--- config.mk ---
export PLATFORM = sky130hd
export DESIGN_NAME = fuel_pump_controller_flat
export DESIGN_NICKNAME = d
export VERILOG_FILES = /design/src/rtl/fuel_pump_controller_if.sv /design/src/rtl/fuel_pump_controller.sv /design/src/flat_wrapper.sv
export SDC_FILE = /design/constraint.sdc
export NUM_CORES = 1
export LEC_CHECK = 0
export CORE_ASPECT_RATIO = 0.6
export CORE_MARGIN = 3
export CORE_UTILIZATION = 40
export DETAILED_ROUTE_END_ITERATION = 10
export GPL_TIMING_DRIVEN = 0
export HOLD_SLACK_MARGIN = 0.08
export PLACE_DENSITY_LB_ADDON = 0.05
export SLEW_MARGIN = 20
export SYNTH_ARGS = -nofsm -noshare
export SYNTH_HDL_FRONTEND = slang
export SYNTH_SLANG_ARGS = --single-unit
--- constraint.sdc ---
create_clock -name clk -period 2.7 [get_ports clk]
set_input_delay 0.54 -clock clk [delete_from_list [all_inputs] [get_ports clk]]
set_output_delay 0.54 -clock clk [all_outputs]
set_load 0.02 [all_outputs]
--- src/rtl/fuel_pump_controller_if.sv ---
// rtl/fuel_pump_controller_if.sv - transaction, pump and cost_calculator signals of the fuel pump controller
interface fuel_pump_controller_if #(
  parameter int FUEL_W  = 8,
  parameter int PRICE_W = 8,
  parameter int COST_W  = 16
);
  logic                start;
  logic [PRICE_W-1:0]  price_in;
  logic [FUEL_W-1:0]   preset_liters;
  logic                nozzle_pulse;
  logic                stop;
  logic [FUEL_W-1:0]   fuel_amount;
  logic [PRICE_W-1:0]  price_per_liter;
  logic [COST_W-1:0]   total_cost;
  logic                pump_en;
  logic                busy;
  logic                done;
  logic [FUEL_W-1:0]   final_liters;
  logic [COST_W-1:0]   final_cost;

  // Controller side.
  modport slave (
    input  start, price_in, preset_liters, nozzle_pulse, stop, total_cost,
    output fuel_amount, price_per_liter, pump_en, busy, done,
           final_liters, final_cost
  );

  // Dispenser / cost_calculator side.
  modport master (
    output start, price_in, preset_liters, nozzle_pulse, stop, total_cost,
    input  fuel_amount, price_per_liter, pump_en, busy, done,
           final_liters, final_cost
  );
endinterface

--- src/rtl/fuel_pump_controller.sv ---
// rtl/fuel_pump_controller.sv - sequences one pump transaction around an external cost_calculator
module fuel_pump_controller #(
  parameter int FUEL_W  = 8,
  parameter int PRICE_W = 8,
  parameter int COST_W  = 16
) (
  input  logic                   clk,
  input  logic                   rst_n,
  fuel_pump_controller_if.slave  bus
);

  typedef enum logic [1:0] {
    S_IDLE     = 2'd0,
    S_DISPENSE = 2'd1,
    S_SETTLE   = 2'd2,
    S_DONE     = 2'd3
  } state_t;

  localparam logic [FUEL_W-1:0] COUNT_MAX = '1;

  state_t              state_q, state_d;
  logic [FUEL_W-1:0]   count_q, count_d;
  logic [PRICE_W-1:0]  price_q, price_d;
  logic [FUEL_W-1:0]   limit_q, limit_d;
  logic [FUEL_W-1:0]   final_liters_q, final_liters_d;
  logic [COST_W-1:0]   final_cost_q, final_cost_d;
  logic [FUEL_W-1:0]   count_inc;

  // Saturating liter count including this cycle's pulse; the limit check uses this value.
  assign count_inc = (bus.nozzle_pulse && (count_q != COUNT_MAX)) ? count_q + 1'b1 : count_q;

  // State and datapath registers; reset aborts any transaction and clears the results.
  always_ff @(posedge clk or negedge rst_n) begin
    if (!rst_n) begin
      state_q        <= S_IDLE;
      count_q        <= '0;
      price_q        <= '0;
      limit_q        <= '0;
      final_liters_q <= '0;
      final_cost_q   <= '0;
    end else begin
      state_q        <= state_d;
      count_q        <= count_d;
      price_q        <= price_d;
      limit_q        <= limit_d;
      final_liters_q <= final_liters_d;
      final_cost_q   <= final_cost_d;
    end
  end

  // Next-state logic: latch on start, count while dispensing, capture cost one cycle after stopping.
  always_comb begin
    state_d        = state_q;
    count_d        = count_q;
    price_d        = price_q;
    limit_d        = limit_q;
    final_liters_d = final_liters_q;
    final_cost_d   = final_cost_q;
    case (state_q)
      S_IDLE: begin
        if (bus.start) begin
          price_d = bus.price_in;
          // A zero preset means "no limit": stop only at the counter ceiling.
          limit_d = (bus.preset_liters == '0) ? COUNT_MAX : bus.preset_liters;
          count_d = '0;
          state_d = S_DISPENSE;
        end
      end
      S_DISPENSE: begin
        count_d = count_inc;
        if (bus.stop || (count_inc == limit_q)) begin
          state_d = S_SETTLE;
        end
      end
      S_SETTLE: begin
        // count_q is frozen here, so total_cost reflects the final volume.
        final_cost_d   = bus.total_cost;
        final_liters_d = count_q;
        state_d        = S_DONE;
      end
      S_DONE: begin
        state_d = S_IDLE;
      end
      default: begin
        state_d = S_IDLE;
      end
    endcase
  end

  assign bus.pump_en         = (state_q == S_DISPENSE);
  assign bus.busy            = (state_q != S_IDLE);
  assign bus.done            = (state_q == S_DONE);
  assign bus.fuel_amount     = count_q;
  assign bus.price_per_liter = price_q;
  assign bus.final_liters    = final_liters_q;
  assign bus.final_cost      = final_cost_q;

endmodule

--- src/flat_wrapper.sv ---
// flat-port wrapper written by rule: the top's interface ports become plain ports
module fuel_pump_controller_flat 
#(
  parameter int FUEL_W  = 8,
  parameter int PRICE_W = 8,
  parameter int COST_W  = 16
)
  (clk, rst_n, bus_start, bus_price_in, bus_preset_liters, bus_nozzle_pulse, bus_stop, bus_total_cost, bus_fuel_amount, bus_price_per_liter, bus_pump_en, bus_busy, bus_done, bus_final_liters, bus_final_cost);
  fuel_pump_controller_if #(.FUEL_W(FUEL_W), .PRICE_W(PRICE_W), .COST_W(COST_W)) bus_i ();
  input  logic clk;
  input  logic rst_n;
  input wire logic [$bits(bus_i.start)-1:0] bus_start;
  input wire logic [$bits(bus_i.price_in)-1:0] bus_price_in;
  input wire logic [$bits(bus_i.preset_liters)-1:0] bus_preset_liters;
  input wire logic [$bits(bus_i.nozzle_pulse)-1:0] bus_nozzle_pulse;
  input wire logic [$bits(bus_i.stop)-1:0] bus_stop;
  input wire logic [$bits(bus_i.total_cost)-1:0] bus_total_cost;
  output wire logic [$bits(bus_i.fuel_amount)-1:0] bus_fuel_amount;
  output wire logic [$bits(bus_i.price_per_liter)-1:0] bus_price_per_liter;
  output wire logic [$bits(bus_i.pump_en)-1:0] bus_pump_en;
  output wire logic [$bits(bus_i.busy)-1:0] bus_busy;
  output wire logic [$bits(bus_i.done)-1:0] bus_done;
  output wire logic [$bits(bus_i.final_liters)-1:0] bus_final_liters;
  output wire logic [$bits(bus_i.final_cost)-1:0] bus_final_cost;
  assign bus_i.start = bus_start;
  assign bus_i.price_in = bus_price_in;
  assign bus_i.preset_liters = bus_preset_liters;
  assign bus_i.nozzle_pulse = bus_nozzle_pulse;
  assign bus_i.stop = bus_stop;
  assign bus_i.total_cost = bus_total_cost;
  assign bus_fuel_amount = bus_i.fuel_amount;
  assign bus_price_per_liter = bus_i.price_per_liter;
  assign bus_pump_en = bus_i.pump_en;
  assign bus_busy = bus_i.busy;
  assign bus_done = bus_i.done;
  assign bus_final_liters = bus_i.final_liters;
  assign bus_final_cost = bus_i.final_cost;
  fuel_pump_controller #(.FUEL_W(FUEL_W), .PRICE_W(PRICE_W), .COST_W(COST_W)) u_core (.clk(clk), .rst_n(rst_n), .bus(bus_i));
endmodule
* Word level (Yosys, flattened, before mapping)
Index checks and enable logic that the tools add are counted.
** Operators by class
- Add/subtract/negate cells :: 1
- $mul :: 0
- Div/mod/pow operators :: 0
- $lt $le $gt $ge :: 0
- Equality and inequality tests :: 7
- Shift operators :: 0
- Multiplexer cells :: 7
- Bitwise operators :: 0
- Reduce and logical (&&, ||, !) cells :: 9
** Operators with widths (number)
- 8-bit two-way mux :: 3
- 8-bit case mux with 2 select lines :: 1
- 8-bit by 1-bit adder with 8-bit output (second input constant) :: 1
- 8-bit == test :: 1
- 8-bit zero test :: 1
- 8-bit != test (second input constant) :: 1
- 2-bit case mux with 4 select lines :: 1
- 2-bit AND reduction :: 3
- 2-bit == test (second input constant) :: 2
- 2-bit two-way mux :: 2
- 2-bit nonzero test :: 2
- 2-bit by 1-bit == test with 1-bit output (second input constant) :: 1
- 2-bit zero test :: 1
- 2-bit by 1-bit != test with 1-bit output (second input constant) :: 1
- 2-bit != test (second input constant) :: 1
- 1-bit logical AND :: 1
- 1-bit logical OR :: 1
** Word-level totals
- Register bits :: 50
- Bits in latches :: 0
- Bits in writable memories :: 0
- Bits in read-only memories :: 0
- Input bits :: 37
- Word-level logic and storage cells :: 30
- Memories :: 0

* Logic depth before layout (Yosys ltp)
- Depth in word-level cells :: 7
- Mapped depth :: 7
- Mapped depth without buffers :: 7

* Least setup slack after synthesis
OpenSTA, ideal clock, no wires.
- Path kind :: register -> register
- Start point :: register u_core.count_q[0] (netlist: u_core.bus.fuel_amount[0])
- End point :: register u_core.state_q[0]
- Arrival time :: 2.236 ns
- Path slack :: 0.360 ns
- Cell stages (with the launch flop) :: 8
- Buffers on the path :: 0
- Period minus slack after synthesis :: 2.340 ns
- Path through :: dfrtp_1 > ha_1 > and3_1 > a211oi_1 > nand2_1 > a2111o_1 > or3_1 > a221oi_1
** On the way
- Longest elaborated chain between the ends :: 7
** RTL lines
- start, declared :: RTL line fuel_pump_controller.sv:22 : logic [FUEL_W-1:0] count_q, count_d;
- start signal, assigned :: RTL line fuel_pump_controller.sv:43 : count_q <= count_d;
- parallel branches: the longest is 2 deep, another holds 8-bit by 1-bit adder with 8-bit output
- 8-bit two-way mux * :: RTL line fuel_pump_controller.sv:30 : assign count_inc = (bus.nozzle_pulse && (count_q != COUNT_MAX)) ? count_q + 1'b1 : count_q;
- 8-bit == test * :: RTL line fuel_pump_controller.sv:71 : if (bus.stop || (count_inc == limit_q)) begin
- 1-bit logical OR * :: RTL line fuel_pump_controller.sv:71
- 2-bit by 1-bit != test with 1-bit output (no line) *
- 2-bit AND reduction (no line) *
- end signal, assigned :: RTL line fuel_pump_controller.sv:42 : state_q <= state_d;
- end, declared :: RTL line fuel_pump_controller.sv:21 : state_t state_q, state_d;
Mark *: on every way between the ends.
A chain may end at the register's enable or synchronous reset.

* Worst setup path after layout
- Start point :: register u_core.count_q[1] (netlist: u_core.bus.fuel_amount[1])
- End point :: register u_core.state_q[0]
The elaborated chain is that of the path after synthesis.

==> summary.txt <==
Vias after detailed routing - 1994
DRC viols - 0
CTS root buf - clkbuf_8
Final Power - 3.42 mW
Top post-synthesis cells by area - dfrtp_1 (51%), mux2_2 (11%), nand2_1 (4.7%)
Clock transition at the registers of the reported paths - 0.10 ns
CP peak stage delay - 0.55 ns
Slew HR - 56.7%
Die X - 107 microns
Post_cts resized - 0
Main synth FF type - dfrtp_1
Initial Utilization - 42.6%
Vias in the first global route - 1939
Status - finished, final reports clean
CP Data Arrival Time - 2.75 ns
First-pass GRT wire length - 9.56 mm
Leak Pwr - 1.44 nW
Cell taking the most area after synthesis - dfrtp_1
Final non-filler cell total - 387
H-tree depth - 2
Die area - 0.00714 sq mm
Filler Cell Count - 510
RePlAce Congestion - 0.849
CTS sink count - 50
PortBufs - 78
GRT Overall Usage - 17.2%
Mapped Area - 0.00245 sq mm
Fmax - 0.391 GHz
DR vias/cell - 5.15
Post-synthesis sequential area ratio - 51.0%
VDD IR max - 0.413 mV
Min Hold Slack - 0.239 ns
Placed cells - 379
Number of buffers created by CTS - 5
Post-CTS Setup Inserts - 0
Iteration-0 DRC Markers - 100
Yosys warnings - 0
Max Buffers Root-to-Sink - 2
Syn avg cell area - 11.1 sq um
Detailed placement HPWL - 4.33 mm
Nets - 348
Syn Inst Count - 221
Cts-stage hold buffer count - 0
Final hold vios - 0
Worst-Skew Late Latency - 0.31 ns
Yosys top cell area share - 51.0%
Top-count cell post-synth - dfrtp_1
Multi-input combinational cell area - 0.00113 sq mm
Register area - 0.00125 sq mm
Asr flop ratio synth - 100%
RSZ-0062 raised after global routing - no
CP max-delay cell - dfrtp_1
PwrDens - 995 mW/mm^2
Row count - 21
Die H - 66.7 microns
Area Growth Syn to Fin - 40.0%
HP Class - input port to async pin
Clock tree from TritonCTS - yes
Synthesized flop and latch total - 50
Routed WL - 5.83 mm
Pre-antenna DRT Iters - 4
Post-synth top cells - dfrtp_1 (50), nand2_1 (31), mux2_2 (24)
Setup crit start kind - flip-flop
Worst setup EP type - flip-flop
Number of max-cap violations - 0
Post-Syn Nets - 263
Period utilization - 94.7%
CP cell instances - ha_2 > nand3_2 > nor2_2 > o211ai_1 > a2111o_1 > or3_1 > a221oi_1
Layout cells sized above 1 - 16.0%
Post-synth EDFFs - 0
# IOs - 80
N_diodes - 0
Synth cell types - 48
Core ar. - 0.00575 sq mm
Slew Limit Fails - 0
Setup violations, final - 0
ANT nets after route - 0
Min cycle time layout - 2.56 ns
Layout Skew - 0.0150 ns
Largest net degree at the start of global routing - 51
CP required - 2.90 ns
Antenna violations before repair - 0
Wire per inst - 15.1 microns
Worst Max-Slew Pin Slew - 0.645 ns
Critical Path Fanout Max - 8
Grt ovf - 0
CP Class - flip-flop to flip-flop
-- logic make-up (layout without fill, tap and decap cells) --
group	count (synthesis)	count (layout)	share of synthesized area, %
xor+xnor	7	7	2.80
flops	50	50	51.0
simple gates	67	67	14.2
fa+ha+maj	5	5	2.55
buf+inv	17	103	3.26
mux	25	25	11.4
compound gates	50	50	14.8
-- where the power goes --
| part | internal, mW | switching (mW) | total [mW] |
|---|---|---|---|
| Clock | 0.206 | 0.248 | 0.454 |
| Sequential | 1.04 | 0.211 | 1.25 |
| Combinational | 0.858 | 0.856 | 1.71 |
| Total | 2.10 | 1.31 | 3.42 |
-- layout by cell type (no fill, tap or decap), drive strengths merged, types with 2 or more instances in the layout --
master	n
a21oi	4
ha	5
clkdlybuf4s50	77
and2	2
nor3	3
xor2	2
o22a	7
o21ai	11
nand2b	2
buf	9
a31oi	2
nand2	31
nand3	5
dfrtp	50
o31ai	5
o211ai	4
inv	5
clkbuf	10
or3	2
nand4	5
a211oi	2
and4	3
mux2	24
a2bb2oi	2
xnor2	5
a22o	7
nor2	9
-- stage by stage --
stage	util (%)	setup slack [ns]	TNS [ns]	cell area [sq um]
2_1_floorplan	-	0.360	0	2450
3_3_place_gp	57.9	-0.376	-18.62	3330
3_5_place_dp	57.9	0.127	0	3330
4_1_cts	59.6	0.0943	0	3430
5_1_grt	59.7	0.0352	0	3440
6_report	59.7	0.142	0	3440
-- registers in the layout, summed over array words and instances (netlist names) --
| register | flops |
|---|---|
| u_core.limit_q | 8 |
| u_core.bus.final_cost | 16 |
| u_core.bus.price_per_liter | 8 |
| u_core.state_q | 2 |
| u_core.bus.final_liters | 8 |
| u_core.bus.fuel_amount | 8 |
-- metal layers --
metal,part of all wire (%),global-route usage (%),wire (microns),up-vias
met5,0,0,0,-
met4,0.39,4.47,23,0
met3,9.2,5.23,539,2
met2,41,24.1,2370,76
met1,50,25.5,2900,943
li1,-,-,-,973
-- layout make-up --
type,count,area share (%)
sequential,50,36.5
multi-input combinational,154,32.9
timing repair buffer,78,22.7
tap,80,2.91
clock buffer,6,2.40
buffer,12,1.78
inverter,5,0.546
clock inverter,2,0.364
-- critical path, delay by kind of cell, from the launching register on --
family | cells | cell delay, ns
flip-flops | 1 | 0.55
AO/OA/AOI/OAI | 3 | 0.85
AND/OR/NAND/NOR | 3 | 0.71
adder cells (fa/ha/maj) | 1 | 0.33
-- worst paths after layout --
| check | depth (start not counted) | endpoint | start | slack [ns] |
|---|---|---|---|---|
| hold reg to reg | 2 | u_core.bus.price_per_liter[6] | u_core.bus.price_per_liter[6] | 0.49 |
| min in group clk | 2 | u_core.bus.price_per_liter[6] | u_core.bus.price_per_liter[6] | 0.49 |
| max in group asynchronous | 1 | u_core.bus.fuel_amount[0] | rst_n | 1.99 |
| setup reg to reg | 7 | u_core.state_q[0] | u_core.bus.fuel_amount[1] | 0.14 |
| setup / recovery | 7 | u_core.state_q[0] | u_core.bus.fuel_amount[1] | 0.14 |
| hold / removal | 1 | u_core.bus.fuel_amount[3] | rst_n | 0.24 |
(Power assumes the default switching activity.)
